## src/rtl/display_pkg.sv

```systemverilog
// Shared constants, digit payload type and enable-polarity helper for the display path.
package display_pkg;

    localparam int unsigned DIGIT_W       = 4;
    localparam int unsigned DEF_SCAN_DIV  = 1000;
    localparam int unsigned DEF_GHOST_CYC = 16;

    typedef struct packed {
        logic [DIGIT_W-1:0] code;
        logic               dp;
    } digit_t;

    // Map a logical "enable on" to the pin level for the chosen driver polarity.
    function automatic logic en_level(input logic on, input logic active_low);
        return on ^ active_low;
    endfunction

endpackage

```

## src/rtl/scan_timer.sv

```systemverilog
// Slot counter and digit index for the multiplexed display; emits registered slot decodes.
module scan_timer
    import display_pkg::*;
#(
    parameter  int unsigned NUM_DIGITS = 4,
    parameter  int unsigned SCAN_DIV   = DEF_SCAN_DIV,
    parameter  int unsigned GHOST_CYC  = DEF_GHOST_CYC,
    localparam int unsigned CNT_W      = (SCAN_DIV > 1) ? $clog2(SCAN_DIV) : 1,
    localparam int unsigned IDX_W      = (NUM_DIGITS > 1) ? $clog2(NUM_DIGITS) : 1
) (
    input  logic             clk,
    input  logic             rst_n,
    output logic [IDX_W-1:0] digit_idx_o,
    output logic             slot_zero_o,
    output logic             slot_en_window_o,
    output logic             frame_boundary_o
);

    localparam logic [CNT_W-1:0] CNT_LAST  = CNT_W'(SCAN_DIV - 1);
    localparam logic [CNT_W-1:0] CNT_GHOST = CNT_W'(GHOST_CYC);
    localparam logic [IDX_W-1:0] IDX_LAST  = IDX_W'(NUM_DIGITS - 1);

    logic [CNT_W-1:0] cnt_q, cnt_d;
    logic [IDX_W-1:0] idx_q, idx_d;
    logic             slot_zero_q, window_q, boundary_q;

    always_comb begin
        cnt_d = cnt_q + CNT_W'(1);
        idx_d = idx_q;
        if (cnt_q == CNT_LAST) begin
            cnt_d = '0;
            idx_d = (idx_q == IDX_LAST) ? '0 : idx_q + IDX_W'(1);
        end
    end

    // Decodes are computed from the next count so they line up with cnt_q.
    always_ff @(posedge clk or negedge rst_n) begin
        if (!rst_n) begin
            cnt_q       <= '0;
            idx_q       <= '0;
            slot_zero_q <= 1'b1;
            window_q    <= 1'b0;
            boundary_q  <= 1'b0;
        end else begin
            cnt_q       <= cnt_d;
            idx_q       <= idx_d;
            slot_zero_q <= (cnt_d == '0);
            window_q    <= (cnt_d >= CNT_GHOST);
            boundary_q  <= (cnt_d == CNT_LAST) && (idx_d == IDX_LAST);
        end
    end

    assign digit_idx_o      = idx_q;
    assign slot_zero_o      = slot_zero_q;
    assign slot_en_window_o = window_q;
    assign frame_boundary_o = boundary_q;

endmodule

```

## src/rtl/digit_scan.sv

```systemverilog
// Multiplexed BCD display driver: frame-synchronous load, leading-zero blanking,
// dead-time between digits, and decoder-aligned digit enables.
module digit_scan
    import display_pkg::*;
#(
    parameter int unsigned NUM_DIGITS    = 4,
    parameter int unsigned SCAN_DIV      = DEF_SCAN_DIV,
    parameter int unsigned GHOST_CYC     = DEF_GHOST_CYC,
    parameter bit          EN_ACTIVE_LOW = 1'b0
) (
    input  logic                          clk,
    input  logic                          rst_n,
    input  logic [DIGIT_W*NUM_DIGITS-1:0] bcd_in,
    input  logic [NUM_DIGITS-1:0]         dp_in,
    input  logic                          load,
    input  logic                          lzb_en,
    output logic [DIGIT_W-1:0]            dec,
    output logic                          dp_o,
    output logic [NUM_DIGITS-1:0]         digit_en,
    output logic                          pending,
    output logic                          frame_start
);

    localparam int unsigned           BCD_W  = DIGIT_W * NUM_DIGITS;
    localparam int unsigned           IDX_W  = (NUM_DIGITS > 1) ? $clog2(NUM_DIGITS) : 1;
    localparam logic [NUM_DIGITS-1:0] EN_OFF = {NUM_DIGITS{EN_ACTIVE_LOW}};

    logic [IDX_W-1:0]      digit_idx;
    logic                  slot_zero, en_window, frame_boundary;

    logic [BCD_W-1:0]      staged_bcd_q, staged_bcd_d;
    logic [NUM_DIGITS-1:0] staged_dp_q, staged_dp_d;
    logic [BCD_W-1:0]      shadow_bcd_q, shadow_bcd_d;
    logic [NUM_DIGITS-1:0] shadow_dp_q, shadow_dp_d;
    logic                  pending_q, pending_d;

    digit_t                disp_q, disp_d;
    logic [NUM_DIGITS-1:0] en_q, en_d;
    logic                  frame_start_q, frame_start_d;

    logic [NUM_DIGITS-1:0] blank;
    logic                  zero_run;
    logic [DIGIT_W-1:0]    cur_code;
    logic                  cur_dp, cur_blank;
    logic [NUM_DIGITS-1:0] cur_onehot;

    scan_timer #(
        .NUM_DIGITS (NUM_DIGITS),
        .SCAN_DIV   (SCAN_DIV),
        .GHOST_CYC  (GHOST_CYC)
    ) u_scan_timer (
        .clk              (clk),
        .rst_n            (rst_n),
        .digit_idx_o      (digit_idx),
        .slot_zero_o      (slot_zero),
        .slot_en_window_o (en_window),
        .frame_boundary_o (frame_boundary)
    );

    // Staged/shadow handshake: the shown value only changes at a frame boundary.
    always_comb begin
        staged_bcd_d = staged_bcd_q;
        staged_dp_d  = staged_dp_q;
        shadow_bcd_d = shadow_bcd_q;
        shadow_dp_d  = shadow_dp_q;
        pending_d    = pending_q;
        if (frame_boundary) begin
            if (load) begin
                shadow_bcd_d = bcd_in;
                shadow_dp_d  = dp_in;
                pending_d    = 1'b0;
            end else if (pending_q) begin
                shadow_bcd_d = staged_bcd_q;
                shadow_dp_d  = staged_dp_q;
                pending_d    = 1'b0;
            end
        end else if (load) begin
            staged_bcd_d = bcd_in;
            staged_dp_d  = dp_in;
            pending_d    = 1'b1;
        end
    end

    // A digit blanks while it and everything above it are zero without a dp.
    always_comb begin
        blank    = '0;
        zero_run = lzb_en;
        for (int i = NUM_DIGITS - 1; i > 0; i--) begin
            zero_run = zero_run && (shadow_bcd_q[i*DIGIT_W +: DIGIT_W] == '0)
                       && !shadow_dp_q[i];
            blank[i] = zero_run;
        end
    end

    always_comb begin
        cur_code   = '0;
        cur_dp     = 1'b0;
        cur_blank  = 1'b0;
        cur_onehot = '0;
        for (int i = 0; i < NUM_DIGITS; i++) begin
            if (digit_idx == IDX_W'(i)) begin
                cur_code      = shadow_bcd_q[i*DIGIT_W +: DIGIT_W];
                cur_dp        = shadow_dp_q[i];
                cur_blank     = blank[i];
                cur_onehot[i] = 1'b1;
            end
        end
    end

    always_comb begin
        disp_d        = disp_q;
        frame_start_d = 1'b0;
        en_d          = EN_OFF;
        if (slot_zero) begin
            disp_d.code   = cur_code;
            disp_d.dp     = cur_dp;
            frame_start_d = (digit_idx == '0);
        end
        for (int i = 0; i < NUM_DIGITS; i++) begin
            en_d[i] = en_level(cur_onehot[i] && en_window && !cur_blank, EN_ACTIVE_LOW);
        end
    end

    always_ff @(posedge clk or negedge rst_n) begin
        if (!rst_n) begin
            staged_bcd_q  <= '0;
            staged_dp_q   <= '0;
            shadow_bcd_q  <= '0;
            shadow_dp_q   <= '0;
            pending_q     <= 1'b0;
            disp_q        <= '0;
            en_q          <= EN_OFF;
            frame_start_q <= 1'b0;
        end else begin
            staged_bcd_q  <= staged_bcd_d;
            staged_dp_q   <= staged_dp_d;
            shadow_bcd_q  <= shadow_bcd_d;
            shadow_dp_q   <= shadow_dp_d;
            pending_q     <= pending_d;
            disp_q        <= disp_d;
            en_q          <= en_d;
            frame_start_q <= frame_start_d;
        end
    end

    assign dec         = disp_q.code;
    assign dp_o        = disp_q.dp;
    assign digit_en    = en_q;
    assign pending     = pending_q;
    assign frame_start = frame_start_q;

endmodule

```

## config.mk

```make
export PLATFORM = sky130hd
export DESIGN_NAME = digit_scan
export DESIGN_NICKNAME = d
export VERILOG_FILES = /design/src/rtl/display_pkg.sv /design/src/rtl/scan_timer.sv /design/src/rtl/digit_scan.sv
export SDC_FILE = /design/constraint.sdc
export NUM_CORES = 1
export LEC_CHECK = 0
export BUFFER_PORTS_ARGS = -buffer_cell sky130_fd_sc_hd__clkbuf_2
export CAP_MARGIN = 20
export CORE_ASPECT_RATIO = 1.75
export CORE_UTILIZATION = 35
export DETAILED_ROUTE_END_ITERATION = 10
export PLACE_DENSITY = 0.61
export SLEW_MARGIN = 20
export SYNTH_ARGS = -nofsm -noshare
export SYNTH_HDL_FRONTEND = slang
export SYNTH_SLANG_ARGS = --single-unit
```

## constraint.sdc

```tcl
create_clock -name clk -period 2.4 [get_ports clk]
set_input_delay 0.24 -clock clk [delete_from_list [all_inputs] [get_ports clk]]
set_output_delay 0.24 -clock clk [all_outputs]
set_load 0.005 [all_outputs]
```

* Word-level counts from Yosys, hierarchy flattened *
Index checks and enable logic that the tools add are counted.
Widths: inputs -> output; s select.

word-level totals
  register bits after elaboration = 66
  bits in latches = 0
  RAM bits = 0
  ROM bits = 0
  bits of input ports = 24
  logic and storage cells = 77
  memories kept = 0

operators by class
  add/subtract/negate cells = 2
  multiply operators = 0
  div/mod/pow operators = 0
  magnitude comparators = 1
  equality and inequality tests = 6
  shifts and indexed selects = 0
  muxes and demuxes = 25
  bitwise operators = 1
  reduce and logical (&&, ||, !) cells = 28

operator list
  cell                   number
  $mux 16                2
  $mux 4                 6
  $eq 10x10->1 const B   2
  $logic_and 1x1->1      15
  $mux 1                 14
  $logic_not 4->1        3
  $add 10x1->10 const B  1
  $ge 10x5->1 const B    1
  $logic_not 10->1       1
  $mux 10                1
  $eq 2x2->1 const B     3
  $logic_not 1->1        4
  $mux 2                 2
  $reduce_and 2->1       2
  $reduce_bool 2->1      2
  $add 2x1->2 const B    1
  $eq 2x1->1 const B     1
  $logic_not 2->1        1
  $not 1->1              1

* Depth between registers and ports, before layout *
  depth after elaboration = 12
  gate-level depth with buffers = 7

* Hierarchy *
A second synthesis with hierarchy kept.

unflattened totals
  cell total of the unflattened synthesis = 238
  area, all modules = 2969.1 sq um

modules (own cells, without submodules)
  module      times used  cells each  area each (sq um)  seq. area each (sq um)
  digit_scan  1           169         2224.6             1276.2
  scan_timer  1           69          744.5              376.6

* Least setup slack after synthesis *
Ideal clock, no wire load.

  kind = reg2reg
  from = register u_scan_timer.cnt_q[0]
  to = register u_scan_timer.boundary_q (netlist: u_scan_timer.frame_boundary_o)
  library setup time = 0.111 ns
  arrival = 1.821 ns
  data required time = 2.289 ns
  path slack = 0.468 ns
  stages on the path, launching flop included = 7
  path buffers = 0
  clock period less this slack = 1.932 ns
  path through = dfrtp_1 > ha_1 > nand2_1 > nor2_4 > xnor2_1 > or4_4 > a2111oi_2

on the way
  cells in the longest elaborated chain, start to end = 4
  elaborated cells on any way between the ends = 7
  classes of those cells = 1 x add/sub; 3 x eq/ne; 2 x mux; 1 x reduce/logical

RTL lines
  element                                               RTL line                            text
  start: declaration                                    scan_timer.sv:23                    logic [CNT_W-1:0] cnt_q, cnt_d;
  start signal: assignment                              scan_timer.sv:45                    cnt_q <= cnt_d;
  $add 10x1->10 / $eq 10x10->1 (equally long branches)  scan_timer.sv:28, scan_timer.sv:30
  $mux 10 / $mux 2 (equally long branches)              scan_timer.sv:30                    if (cnt_q == CNT_LAST) begin
  $eq 10x10->1 / $eq 2x2->1 (equally long branches)     scan_timer.sv:49                    boundary_q <= (cnt_d == CNT_LAST) && (idx_d == IDX_LAST);
  $logic_and 1x1->1 (*)                                 scan_timer.sv:49
  end signal: assignment                                scan_timer.sv:49
  end: declaration                                      scan_timer.sv:25                    logic slot_zero_q, window_q, boundary_q;

Mark *: on every way between the ends. The rest lies on a longest branch, timed or not.
A chain may end at the register's enable or synchronous reset.

* Worst setup path in the final report *
Ends and elaborated chain as after synthesis.

==> key figures <==
Global route
  • Pin count of the biggest net entering global routing: 67
  • Met1 Usage GRT: 15.8%
  • M3 GR Usage: 3.84%
  • Vias in the first global route: 2179
  • Most heavily used metal layer in global routing: met2
  • Total gr overflow: 0
  • Initial antenna violation count: 0
  • First-pass GRT wire length: 10500 microns
  • Gr usage total: 15.7%
  • M2 GR Usage: 28.4%

Floorplan
  • Initial cell density of the core: 36.6%
  • Die H: 126 microns
  • I/O pin count: 35
  • # rows: 44
  • Total die area: 0.00914 sq mm
  • Core area: 0.00837 sq mm
  • Die X: 72.7 microns

STA
  • Final period util: 88.7%
  • RSZ-0062 raised after global routing: false
  • Final Hold Fails: 0
  • Rel. slew slack: 71.0%
  • Layout Skew: 0.00717 ns
  • Endpoints failing setup: 0
  • Setup TNS: 0 ns
  • Max-slew violation count: 0
  • Setup ws final: 0.271 ns
  • F_max: 0.470 GHz
  • Slew @ Worst Pin: 0.435 ns
  • Crit path time final: 2.13 ns

Clock network
  • Clock latency on the worst-skew pair: 0.33 ns
  • CTS tree: done
  • H-tree Lvls: 3
  • Max clock buf depth: 2
  • CTS root buf: clkbuf_16
  • Clock-pin slew of the registers on the worst-case setup and hold paths: 0.05 ns
  • Number of CTS-inserted buffers: 9
  • Clk sinks: 66

Final layout
  • Most common cell after layout, fill and taps aside: dfrtp_1
  • Most frequent cells in the layout: 65 x dfrtp_1, 34 x clkbuf_2, 28 x nand2_1
  • Layout area overhead: 21.3%
  • Final cell count without fillers: 440
  • Share of layout cells above drive strength 1: 25.5%
  • Fillers: 831
  • Final Instance Area: 0.00371 sq mm
  • Antenna diode count: 0
  • Nets: 351

Worst setup path
  • CP Data Arrival Time: 2.35 ns
  • Top delay family on crit path: simple AND/OR/NAND/NOR gates
  • Highest fanout seen on the critical path: 11
  • Worst flop-to-flop path startpoint: u_scan_timer.cnt_q[0]$_DFF_PN0_
  • Reg2reg end: u_scan_timer.frame_boundary_o$_DFF_PN0_
  • R2r setup slk: 0.27 ns
  • R2r worst-path depth: 6
  • Critical path's slowest cell: or4_4
  • Critical path type: reg -> reg
  • Critical Path Max Stage Delay: 0.53 ns
  • WP data required: 2.62 ns
  • Crit path capture type: register
  • Critical Path, Cell by Cell: ha_1, nand2_1, nor3_1, buf_4, or4_4, a2111oi_2
  • Worst path bufs/invs: 1
  • CP Launch Type: register
  • Worst path depth: 6

Placed design
  • DP Wirelength: 4550 microns
  • Final Wtd Congestion: 0.791
  • Port bufs: 34
  • DP Area: 0.00339 sq mm
  • Setup WS pre-CTS: 0.286 ns
  • DP Cell Count: 423

Logic synthesis
  • Top cells by area, synth: dfrtp_1 53%, mux2_2 7.7%, mux2i_1 6.5%, o21ai_0 4.3%, nand2_1 3.4%
  • YS warnings: 0
  • Syn_nets: 312
  • Cells after synthesis: 281
  • Post-synthesis cell type count: 42
  • Mapped cell area: 0.00306 sq mm
  • Asr flop ratio synth: 100%
  • Predominant post-synthesis flop cell: dfrtp_1
  • Register area share after synthesis: 54.0%
  • Post-synth top area share: 53.1%
  • Avg Cell Area, Syn: 10.9 sq um
  • Leading area contributor after synthesis: dfrtp_1
  • Number of synthesized flops with an enable pin: 0
  • Seq cells post-synth: 66

Drt
  • Drt initial violations: 61
  • Vias after detailed routing: 2163
  • Remaining DRCs: 0
  • DRT Wirelength: 6080 microns
  • Detail Route Antenna Nets: 0
  • Drt pass-1 iters: 4
  • Via/cell ratio: 4.92
  • Routed length per instance: 13.8 microns

Min path
  • Worst hold path type: in -> reg
  • Hold path cells: 2
  • Hold EP: staged_bcd_q[12]$_DFFE_PN0P_
  • Hold path start: bcd_in[12]

Power and ir drop
  • Pwr/cell area: 717 mW/mm^2
  • VDD IR max: 0.000342 V
  • LEAKAGE: 1.70 nW

Status
  • Status: completed

Run
  • Max-cap violations: 0
-- worst max path at each step --
stage / from / slack (ns) / endpoint
floorplan: u_scan_timer.cnt_q[0]$_DFF_PN0_ / 0.47 / u_scan_timer.frame_boundary_o$_DFF_PN0_
global placement: u_scan_timer.cnt_q[0]$_DFF_PN0_ / 0.34 / u_scan_timer.frame_boundary_o$_DFF_PN0_
detailed placement: u_scan_timer.cnt_q[0]$_DFF_PN0_ / 0.29 / u_scan_timer.frame_boundary_o$_DFF_PN0_
CTS: u_scan_timer.cnt_q[0]$_DFF_PN0_ / 0.26 / u_scan_timer.frame_boundary_o$_DFF_PN0_
global route: u_scan_timer.cnt_q[0]$_DFF_PN0_ / 0.12 / u_scan_timer.frame_boundary_o$_DFF_PN0_
finish: u_scan_timer.cnt_q[0]$_DFF_PN0_ / 0.27 / u_scan_timer.frame_boundary_o$_DFF_PN0_
-- cells in the mapped netlist, types with 6 or more instances --
cell type / n
inv_1: 9
dfrtp_1: 65
mux2i_1: 20
nor2_1: 23
o21ai_0: 26
mux2_2: 21
nand3_1: 6
nand2_1: 28
ha_1: 7
nor3_1: 8
clkbuf_1: 11
a21oi_1: 14
-- metal layers --
layer / wire length, microns / vias to the layer above
met5: 0 / -
met4: 157 / 0
met2: 3460 / 28
met1: 2290 / 1055
li1: - / 1069
met3: 174 / 11
-- flip-flops by register name (all words and copies together), names as in the netlist --
signal	count
dec	4
shadow_bcd_q	16
frame_start	1
u_scan_timer.slot_zero_o	1
u_scan_timer.digit_idx_o	2
digit_en	4
shadow_dp_q	4
pending	1
u_scan_timer.slot_en_window_o	1
u_scan_timer.cnt_q	10
staged_dp_q	4
u_scan_timer.frame_boundary_o	1
dp_o	1
staged_bcd_q	16
-- cell type report --
cell class,instances,area (sq um),area share [%]
multi-input combinational,193,1330,35.8
timing repair buffer,41,238,6.40
tap,115,144,3.87
clock buffer,13,250,6.74
clock inverter,3,65.1,1.75
inverter,9,33.8,0.909
sequential,66,1650,44.5
-- power by group --
group | total, mW | internal (mW) | switching, mW
Clock | 1.36 | 0.935 | 0.427
Combinational | 0.137 | 0.0698 | 0.0673
Sequential | 1.16 | 1.15 | 0.0156
-- logic make-up (layout without fill, tap and decap cells) --
family          count (synthesis)  after routing  synth area share, %
simple gates                   84             84                 13.7
compound gates                 56             56                 11.0
flops                          66             66                 54.0
fa+ha+maj                       7              7                 2.86
buf+inv                        22             66                 2.74
xor+xnor                        5              5                 1.43
mux                            41             41                 14.3
-- worst register-to-register path, cell delays in order (launching register included) --
cell	delay, ns
dfrtp_1	0.45
ha_1	0.29
nand2_1	0.18
nor3_1	0.07
buf_4	0.17
or4_4	0.53
a2111oi_2	0.33
-- timing repair --
item	4_1_cts	5_1_grt
hold buffers	1	0
endpoints found under the hold margin	65	0
resized for setup	0	0
buffers inserted	0	0
-- stage by stage --
| stage | util, % | total power, mW | hold slack, ns |
|---|---|---|---|
| finish | 44.4 | 2.66 | 0.163 |
| global route | 44.4 | 2.78 | 0.148 |
| CTS | 44.4 | 2.71 | 0.151 |
| detailed placement | 40.5 | 1.32 | 0.288 |
| global placement | 40.5 | 1.32 | 0.286 |
| floorplan | - | 1.25 | -0.0556 |
Note: power is estimated with default switching activity, not from simulation.
